`src/rtl/palette_fade_ram_if.sv`:
```
// Palette lookup/write bus for palette_fade_ram.
//   master : pixel-path side; drives lookups and palette writes, receives RGB.
//   slave  : palette side; receives lookups and writes, returns RGB.
// Signals:
//   pix_valid/index/bank_sel          - colour lookup request
//   wr_en/wr_bank/wr_index/wr_rgb     - palette write, wr_rgb = {R,G,B}
//   rgb_valid/red/green/blue          - looked-up colour, 2 cycles after request
interface palette_fade_ram_if #(
  parameter int INDEX_W = 5,
  parameter int CHAN_W  = 4,
  parameter int BANKS   = 2
);
  localparam int BANK_W = (BANKS > 1) ? $clog2(BANKS) : 1;

  logic                 pix_valid;
  logic [INDEX_W-1:0]   index;
  logic [BANK_W-1:0]    bank_sel;
  logic                 wr_en;
  logic [BANK_W-1:0]    wr_bank;
  logic [INDEX_W-1:0]   wr_index;
  logic [3*CHAN_W-1:0]  wr_rgb;
  logic                 rgb_valid;
  logic [CHAN_W-1:0]    red;
  logic [CHAN_W-1:0]    green;
  logic [CHAN_W-1:0]    blue;

  modport master (
    output pix_valid, index, bank_sel, wr_en, wr_bank, wr_index, wr_rgb,
    input  rgb_valid, red, green, blue
  );

  modport slave (
    input  pix_valid, index, bank_sel, wr_en, wr_bank, wr_index, wr_rgb,
    output rgb_valid, red, green, blue
  );
endinterface

```
`src/rtl/palette_fade_ram.sv`:
```
// Run-time writable multi-bank colour palette with global brightness fade.
// A colour index is converted to {R,G,B} through a fixed 2-stage pipeline:
//   S1 registers the palette read (and the brightness level in force),
//   S2 registers the brightness-scaled colour.
// Optional fade logic is enabled by defining PAL_FADE_EN; without it the
// colour passes unscaled, fade_busy is 0 and fade_level is FADE_STEPS.
// Ports:
//   clk, rst_n   - pixel clock, asynchronous active-low reset
//   bus          - lookup / write / RGB bus (palette_fade_ram_if.slave)
//   frame_start  - one-cycle pulse per frame
//   fade_cmd     - 00 none, 01 fade out, 10 fade in, 11 snap to full
//   fade_busy    - fade in progress
//   fade_level   - current brightness level 0..FADE_STEPS
module palette_fade_ram #(
  parameter int INDEX_W         = 5,
  parameter int CHAN_W          = 4,
  parameter int BANKS           = 2,
  parameter int FADE_STEPS      = 16,
  parameter int FRAMES_PER_STEP = 2
) (
  input  logic                          clk,
  input  logic                          rst_n,
  palette_fade_ram_if.slave             bus,
  input  logic                          frame_start,
  input  logic [1:0]                    fade_cmd,
  output logic                          fade_busy,
  output logic [$clog2(FADE_STEPS):0]   fade_level
);
  localparam int BANK_W  = (BANKS > 1) ? $clog2(BANKS) : 1;
  localparam int ENTRIES = 2 ** INDEX_W;
  localparam int RGB_W   = 3 * CHAN_W;
  localparam int LVL_W   = $clog2(FADE_STEPS) + 1;

  logic [RGB_W-1:0]  mem [BANKS][ENTRIES];
  logic [BANK_W-1:0] rd_bank;
  logic [BANK_W-1:0] wr_bank;
  logic [RGB_W-1:0]  s1_rgb;
  logic              s1_valid;
  logic [RGB_W-1:0]  s2_rgb;
  logic              s2_valid;
  logic [RGB_W-1:0]  scaled;

  // A single-bank build still carries a 1-bit select; force it to bank 0.
  assign rd_bank = (BANKS > 1) ? bus.bank_sel : '0;
  assign wr_bank = (BANKS > 1) ? bus.wr_bank  : '0;

  always_ff @(posedge clk or negedge rst_n) begin
    if (!rst_n) begin
      for (int unsigned b = 0; b < BANKS; b++)
        for (int unsigned i = 0; i < ENTRIES; i++)
          mem[b][i] <= '0;
    end else if (bus.wr_en) begin
      mem[wr_bank][bus.wr_index] <= bus.wr_rgb;
    end
  end

  // S1 reads the array before the same-edge write lands, so a colliding
  // lookup returns the old entry.
  always_ff @(posedge clk or negedge rst_n) begin
    if (!rst_n) begin
      s1_rgb   <= '0;
      s1_valid <= 1'b0;
    end else begin
      s1_rgb   <= mem[rd_bank][bus.index];
      s1_valid <= bus.pix_valid;
    end
  end

`ifdef PAL_FADE_EN
  localparam int SHIFT  = $clog2(FADE_STEPS);
  localparam int PROD_W = CHAN_W + SHIFT + 1;
  localparam int CNT_W  = (FRAMES_PER_STEP > 1) ? $clog2(FRAMES_PER_STEP) : 1;

  localparam logic [1:0] IDLE     = 2'd0;
  localparam logic [1:0] FADE_OUT = 2'd1;
  localparam logic [1:0] FADE_IN  = 2'd2;

  localparam logic [LVL_W-1:0] LVL_FULL = LVL_W'(FADE_STEPS);
  localparam logic [CNT_W-1:0] CNT_LAST = CNT_W'(FRAMES_PER_STEP - 1);

  logic [1:0]        state;
  logic [LVL_W-1:0]  level;
  logic [CNT_W-1:0]  frame_cnt;
  logic [LVL_W-1:0]  s1_level;
  logic [PROD_W-1:0] prod;

  always_ff @(posedge clk or negedge rst_n) begin
    if (!rst_n) begin
      state     <= IDLE;
      level     <= LVL_FULL;
      frame_cnt <= '0;
    end else if (fade_cmd == 2'b11) begin
      state     <= IDLE;
      level     <= LVL_FULL;
      frame_cnt <= '0;
    end else begin
      case (state)
        IDLE: begin
          if (fade_cmd == 2'b01 && level != '0) begin
            state     <= FADE_OUT;
            frame_cnt <= '0;
          end else if (fade_cmd == 2'b10 && level != LVL_FULL) begin
            state     <= FADE_IN;
            frame_cnt <= '0;
          end
        end
        FADE_OUT: begin
          if (frame_start) begin
            if (frame_cnt == CNT_LAST) begin
              level     <= level - 1'b1;
              frame_cnt <= '0;
              if (level == LVL_W'(1)) state <= IDLE;
            end else begin
              frame_cnt <= frame_cnt + 1'b1;
            end
          end
        end
        FADE_IN: begin
          if (frame_start) begin
            if (frame_cnt == CNT_LAST) begin
              level     <= level + 1'b1;
              frame_cnt <= '0;
              if (level == LVL_FULL - 1'b1) state <= IDLE;
            end else begin
              frame_cnt <= frame_cnt + 1'b1;
            end
          end
        end
        default: state <= IDLE;
      endcase
    end
  end

  // Level travels with the colour so one pixel never mixes two levels.
  always_ff @(posedge clk or negedge rst_n) begin
    if (!rst_n) s1_level <= LVL_FULL;
    else        s1_level <= level;
  end

  always_comb begin
    scaled = '0;
    prod   = '0;
    for (int unsigned ch = 0; ch < 3; ch++) begin
      prod = PROD_W'(s1_rgb[ch*CHAN_W +: CHAN_W]) * PROD_W'(s1_level);
      scaled[ch*CHAN_W +: CHAN_W] = CHAN_W'(prod >> SHIFT);
    end
  end

  assign fade_busy  = (state != IDLE);
  assign fade_level = level;
`else
  localparam int unused_frames_per_step = FRAMES_PER_STEP;
  logic unused_fade;

  assign unused_fade = ^{frame_start, fade_cmd};
  assign scaled      = s1_rgb;
  assign fade_busy   = 1'b0;
  assign fade_level  = LVL_W'(FADE_STEPS);
`endif

  always_ff @(posedge clk or negedge rst_n) begin
    if (!rst_n) begin
      s2_rgb   <= '0;
      s2_valid <= 1'b0;
    end else begin
      s2_rgb   <= scaled;
      s2_valid <= s1_valid;
    end
  end

  assign bus.rgb_valid = s2_valid;
  assign bus.red       = s2_rgb[3*CHAN_W-1:2*CHAN_W];
  assign bus.green     = s2_rgb[2*CHAN_W-1:CHAN_W];
  assign bus.blue      = s2_rgb[CHAN_W-1:0];
endmodule

```
`src/flat_wrapper.sv`:
```
// flat-port wrapper written by rule: the top's interface ports become plain ports
module palette_fade_ram_flat 
#(
  parameter int INDEX_W         = 5,
  parameter int CHAN_W          = 4,
  parameter int BANKS           = 2,
  parameter int FADE_STEPS      = 16,
  parameter int FRAMES_PER_STEP = 2
)
  (clk, rst_n, frame_start, fade_cmd, fade_busy, fade_level, bus_pix_valid, bus_index, bus_bank_sel, bus_wr_en, bus_wr_bank, bus_wr_index, bus_wr_rgb, bus_rgb_valid, bus_red, bus_green, bus_blue);
  palette_fade_ram_if #(.INDEX_W(INDEX_W), .CHAN_W(CHAN_W), .BANKS(BANKS)) bus_i ();
  input  logic clk;
  input  logic rst_n;
  input  logic frame_start;
  input  logic [1:0] fade_cmd;
  output logic fade_busy;
  output logic [$clog2(FADE_STEPS):0] fade_level;
  input wire logic [$bits(bus_i.pix_valid)-1:0] bus_pix_valid;
  input wire logic [$bits(bus_i.index)-1:0] bus_index;
  input wire logic [$bits(bus_i.bank_sel)-1:0] bus_bank_sel;
  input wire logic [$bits(bus_i.wr_en)-1:0] bus_wr_en;
  input wire logic [$bits(bus_i.wr_bank)-1:0] bus_wr_bank;
  input wire logic [$bits(bus_i.wr_index)-1:0] bus_wr_index;
  input wire logic [$bits(bus_i.wr_rgb)-1:0] bus_wr_rgb;
  output wire logic [$bits(bus_i.rgb_valid)-1:0] bus_rgb_valid;
  output wire logic [$bits(bus_i.red)-1:0] bus_red;
  output wire logic [$bits(bus_i.green)-1:0] bus_green;
  output wire logic [$bits(bus_i.blue)-1:0] bus_blue;
  assign bus_i.pix_valid = bus_pix_valid;
  assign bus_i.index = bus_index;
  assign bus_i.bank_sel = bus_bank_sel;
  assign bus_i.wr_en = bus_wr_en;
  assign bus_i.wr_bank = bus_wr_bank;
  assign bus_i.wr_index = bus_wr_index;
  assign bus_i.wr_rgb = bus_wr_rgb;
  assign bus_rgb_valid = bus_i.rgb_valid;
  assign bus_red = bus_i.red;
  assign bus_green = bus_i.green;
  assign bus_blue = bus_i.blue;
  palette_fade_ram #(.INDEX_W(INDEX_W), .CHAN_W(CHAN_W), .BANKS(BANKS), .FADE_STEPS(FADE_STEPS), .FRAMES_PER_STEP(FRAMES_PER_STEP)) u_core (.clk(clk), .rst_n(rst_n), .bus(bus_i), .frame_start(frame_start), .fade_cmd(fade_cmd), .fade_busy(fade_busy), .fade_level(fade_level));
endmodule
```
`config.mk`:
```
export PLATFORM = sky130hd
export DESIGN_NAME = palette_fade_ram_flat
export DESIGN_NICKNAME = d
export VERILOG_FILES = /design/src/rtl/palette_fade_ram_if.sv /design/src/rtl/palette_fade_ram.sv /design/src/flat_wrapper.sv
export SDC_FILE = /design/constraint.sdc
export NUM_CORES = 1
export LEC_CHECK = 0
export CORE_ASPECT_RATIO = 0.8
export CORE_MARGIN = 2
export CORE_UTILIZATION = 65
export DETAILED_ROUTE_END_ITERATION = 12
export PLACE_DENSITY = 0.82
export SETUP_SLACK_MARGIN = 0.1
export SYNTH_ARGS = -nofsm -noshare
export SYNTH_HDL_FRONTEND = slang
export SYNTH_SLANG_ARGS = --single-unit
```
`constraint.sdc`:
```
create_clock -name clk -period 3.05 [get_ports clk]
set_input_delay 0.61 -clock clk [delete_from_list [all_inputs] [get_ports clk]]
set_output_delay 0.61 -clock clk [all_outputs]
set_load 0.01 [all_outputs]
```
==> impl_metrics.toml <==
[power]
power.share.combinational_pct = 13.3
clockPowerShare_pct = 37.8
seq_power_share_pct = 48.9
p_sw_uw = 6157
cellLeakagePower_uw = 0.01879
internal_power_uw = 19680
vdd_drop_max_mv = 0.5290
power.density_cell_area_nw_per_um2 = 637.0
sw_ratio_pct = 23.83

[global_routing]
grt.overflow.total = 0
total_routing_resource_utilization_after_global_routing_pct = 31.96
grt_pass1_vias = 22285
antenna_found_initial = 1
largest_net_degree_at_the_start_of_global_routing = 98
grt_first_pass_wirelength_mm = 134.9

[drt]
detailroute.via_count = 20609
detail_route.wirelength_mm = 86.67
route.detailed.vias_per_inst = 6.565
drt.antenna.violating_nets = 0
first_pass_iteration_count_of_the_detailed_router = 9
drc_errors = 0
drt_iter0_drc = 1757
routedWlPerCell_um = 27.61

[synthesis]
share_of_the_synthesized_area_in_compound_gates_ao_oa_aoi_oai_pct = 1.555
synthDistinctLibCells = 37
synth-async-reset-ratio_pct = 100.0
average_instance_area_after_synthesis_um2 = 15.63
seq_area_frac_synth_pct = 55.62
synth-xor-area-share_pct = 0
netlist_area_um2 = 35720
post_synth_and_or_nand_nor_area_fraction_pct = 2.238
main_combinational_cell_family_by_area_after_synthesis = "multiplexers"
yosys_most_used_dff = "sky130_fd_sc_hd__dfrtp_1"
synthesis.yosys.warnings = 0
syn_inst = 2285
arithmetic_cell_share_of_the_synthesized_area_counting_full_adders_half_adders_and_majority_gates_pct = 0
postSynthRegisterBits = 794
synth_enable_flop_cells = 0
synth_mux_area_share_pct = 37.64

[floorplan]
floorplan.initialDensity_pct = 66.02
dieHeight_um = 213.7
fp.dieArea_um2 = 56860
floorplan.rows = 76
io_pins = 50
die_width_um = 266.1
floorplan.core_area_um2 = 54110

[final_layout]
layout-drive-gt1-share_pct = 53.88
final.fill_count = 3177
finalNetCount = 2410
synthToLayoutAreaGrowth_pct = 13.52
final_core_utilization_pct = 74.95

[cts]
cts.sinks = 794
cts_root_buf = "sky130_fd_sc_hd__clkbuf_16"
clk_path_buf_depth = 3
worstSkewPairLatency_ps = 620
cts_inserted_buffers = 77
worst_setup_hold_path_clk_slew_ps = 60
tritoncts = "built"
h-tree-depth = 3
post_cts_resize_count = 0

[timing]
number_of_failing_hold_endpoints_at_the_final_stage = 0
timing.clock.skew_ps = 18.25
maxClockFrequency_mhz = 365.2
period_minus_slack_ps = 2738
timing.slew.headroom_pct = 14.41
post_route_setup_slack_ps = 311.7
slew_viol_final = 0
worst_pin_slew_ps = 1284
final_min_period_over_clock_period_pct = 89.78
rsz0062_at_grt = "no"
setup_viol_count_final = 0

[place]
hpwlAfterDp_mm = 57.06
place.gp.congestion = 0.8746
dp_slack_ps = -154.5
place.port_buffers = 40

[worst_setup_path]
crit_path_end_kind = "register"
path_class = "input pin to register"
cp.required_ps = 3530
crit_arrival_ps = 3220
cp-start-kind = "input pin"
timing.critical_path.fanout_max = 22

[outcome]
run_status = "complete, no violations"

[worst_hold_path]
hold_path.class = "register to register"

[flow_run]
max_cap_violations = 0
## power groups by stage
| stage | Combinational [uW] | Sequential (uW) | Clock, uW |
|---|---|---|---|
| 3_3_place_gp | 3280 | 12600 | 0 |
| 3_5_place_dp | 3420 | 12800 | 0 |
| 2_1_floorplan | 2400 | 12500 | 0 |
| 6_report | 3440 | 12600 | 9760 |
| 5_1_grt | 3680 | 12800 | 10300 |
| 4_1_cts | 3450 | 12600 | 9880 |
## registers in the layout, indices dropped and copies added, names as in the netlist
signal                count
u_core.bus.rgb_valid      1
u_core.mem              768
u_core.s1_rgb            12
u_core.s1_valid           1
u_core.s2_rgb            12
## critical path, cell delays in order
cell	delay (ps)
sky130_fd_sc_hd__buf_2	150
sky130_fd_sc_hd__buf_4	350
sky130_fd_sc_hd__buf_4	330
sky130_fd_sc_hd__mux4_2	410
sky130_fd_sc_hd__nand2_1	100
sky130_fd_sc_hd__a31oi_1	70
sky130_fd_sc_hd__o21ai_0	850
sky130_fd_sc_hd__buf_4	240
sky130_fd_sc_hd__o21ai_1	90
## metrics by stage
stage | power, uW | instances | area [um2] | hold slack (ps) | TNS (ps)
floorplan | 14920 | 2289 | 35740 | 314.4 | 0
global placement | 15920 | 3001 | 37940 | 334.2 | -150.6
detailed placement | 16200 | 3001 | 37940 | 335.7 | -154.5
CTS | 25940 | 3137 | 40550 | 335.7 | 0
global route | 26780 | 3137 | 40550 | 341.8 | 0
finish | 25830 | 3139 | 40550 | 346.4 | 0
## repair_timing
action                                 4_1_cts  5_1_grt
endpoints found under the hold margin       46        0
hold buffers                                 1        0
setup buffers                                0        0
## cells by family after synthesis
group / count (synthesis)
AO/OA/AOI/OAI: 88
buffers and inverters: 225
flip-flops: 794
multiplexers: 992
other: 2
AND/OR/NAND/NOR: 184
## worst paths after layout
check                                      start               end  slack (ps)  depth (start not counted)
worst max-delay path                bus_index[3]  u_core.s1_rgb[8]         310                          9
worst min-delay path            u_core.s1_rgb[7]  u_core.s2_rgb[7]         350                          0
worst max register to register   u_core.mem[620]  u_core.s1_rgb[8]         570                          6
worst min register to register  u_core.s1_rgb[7]  u_core.s2_rgb[7]         350                          0
max in group asynchronous                  rst_n   u_core.mem[165]        1520                          3
min in group asynchronous                  rst_n   u_core.mem[669]         520                          2
## synthesized netlist by cell type (3+ instances only)
master,n,share of area [%]
sky130_fd_sc_hd__a211oi_1,6,0.13
sky130_fd_sc_hd__a21oi_1,12,0.17
sky130_fd_sc_hd__a311oi_1,8,0.20
sky130_fd_sc_hd__a31oi_1,8,0.14
sky130_fd_sc_hd__and2_1,8,0.14
sky130_fd_sc_hd__buf_1,18,0.19
sky130_fd_sc_hd__buf_2,74,1.0
sky130_fd_sc_hd__buf_4,17,0.36
sky130_fd_sc_hd__buf_6,6,0.19
sky130_fd_sc_hd__clkbuf_1,109,1.1
sky130_fd_sc_hd__dfrtp_1,794,56
sky130_fd_sc_hd__mux2_2,770,24
sky130_fd_sc_hd__mux2i_1,18,0.50
sky130_fd_sc_hd__mux4_2,204,13
sky130_fd_sc_hd__nand2_1,60,0.63
sky130_fd_sc_hd__nand2b_1,3,0.053
sky130_fd_sc_hd__nand3_1,9,0.13
sky130_fd_sc_hd__nand3b_1,3,0.063
sky130_fd_sc_hd__nor2_1,75,0.79
sky130_fd_sc_hd__nor2b_1,6,0.11
sky130_fd_sc_hd__nor3_1,11,0.15
sky130_fd_sc_hd__o21ai_0,22,0.31
sky130_fd_sc_hd__o21ai_1,8,0.11
sky130_fd_sc_hd__o221ai_1,8,0.20
sky130_fd_sc_hd__o22ai_1,10,0.18
## routing by layer
metal	routed length, um	up-vias	GRT usage, %
li1	-	8581	-
met2	42040	643	51.02
met3	5075	170	5.684
met5	0	-	0
met1	36870	11215	45.51
met4	2683	0	10.77
## placed cells by master (no fill, tap or decap), types with 12 or more instances in the layout
master	count
sky130_fd_sc_hd__dfrtp_1	794
sky130_fd_sc_hd__mux2_2	770
sky130_fd_sc_hd__mux4_2	204
sky130_fd_sc_hd__buf_4	150
sky130_fd_sc_hd__clkbuf_16	81
sky130_fd_sc_hd__nor2_1	75
sky130_fd_sc_hd__nand2_1	60
sky130_fd_sc_hd__buf_12	45
sky130_fd_sc_hd__o21ai_0	22
sky130_fd_sc_hd__clkbuf_8	22
sky130_fd_sc_hd__clkdlybuf4s50_1	22
sky130_fd_sc_hd__mux2i_1	18
sky130_fd_sc_hd__clkinv_2	14
sky130_fd_sc_hd__buf_2	14
sky130_fd_sc_hd__a21oi_1	12
sky130_fd_sc_hd__clkbuf_1	12
## area by class of cell
| cell class | instances | area (um2) | area share (%) |
|---|---|---|---|
| multi-input combinational | 1270 | 14820 | 36.55 |
| tap | 702 | 878.3 | 2.166 |
| timing repair buffer | 235 | 2372 | 5.850 |
| clock inverter | 20 | 227.7 | 0.5615 |
| inverter | 1 | 3.754 | 0.009256 |
| clock buffer | 115 | 2375 | 5.856 |
| sequential | 794 | 19870 | 48.99 |
| antenna | 2 | 5.005 | 0.01234 |
Note: power is estimated with default switching activity, not from simulation.
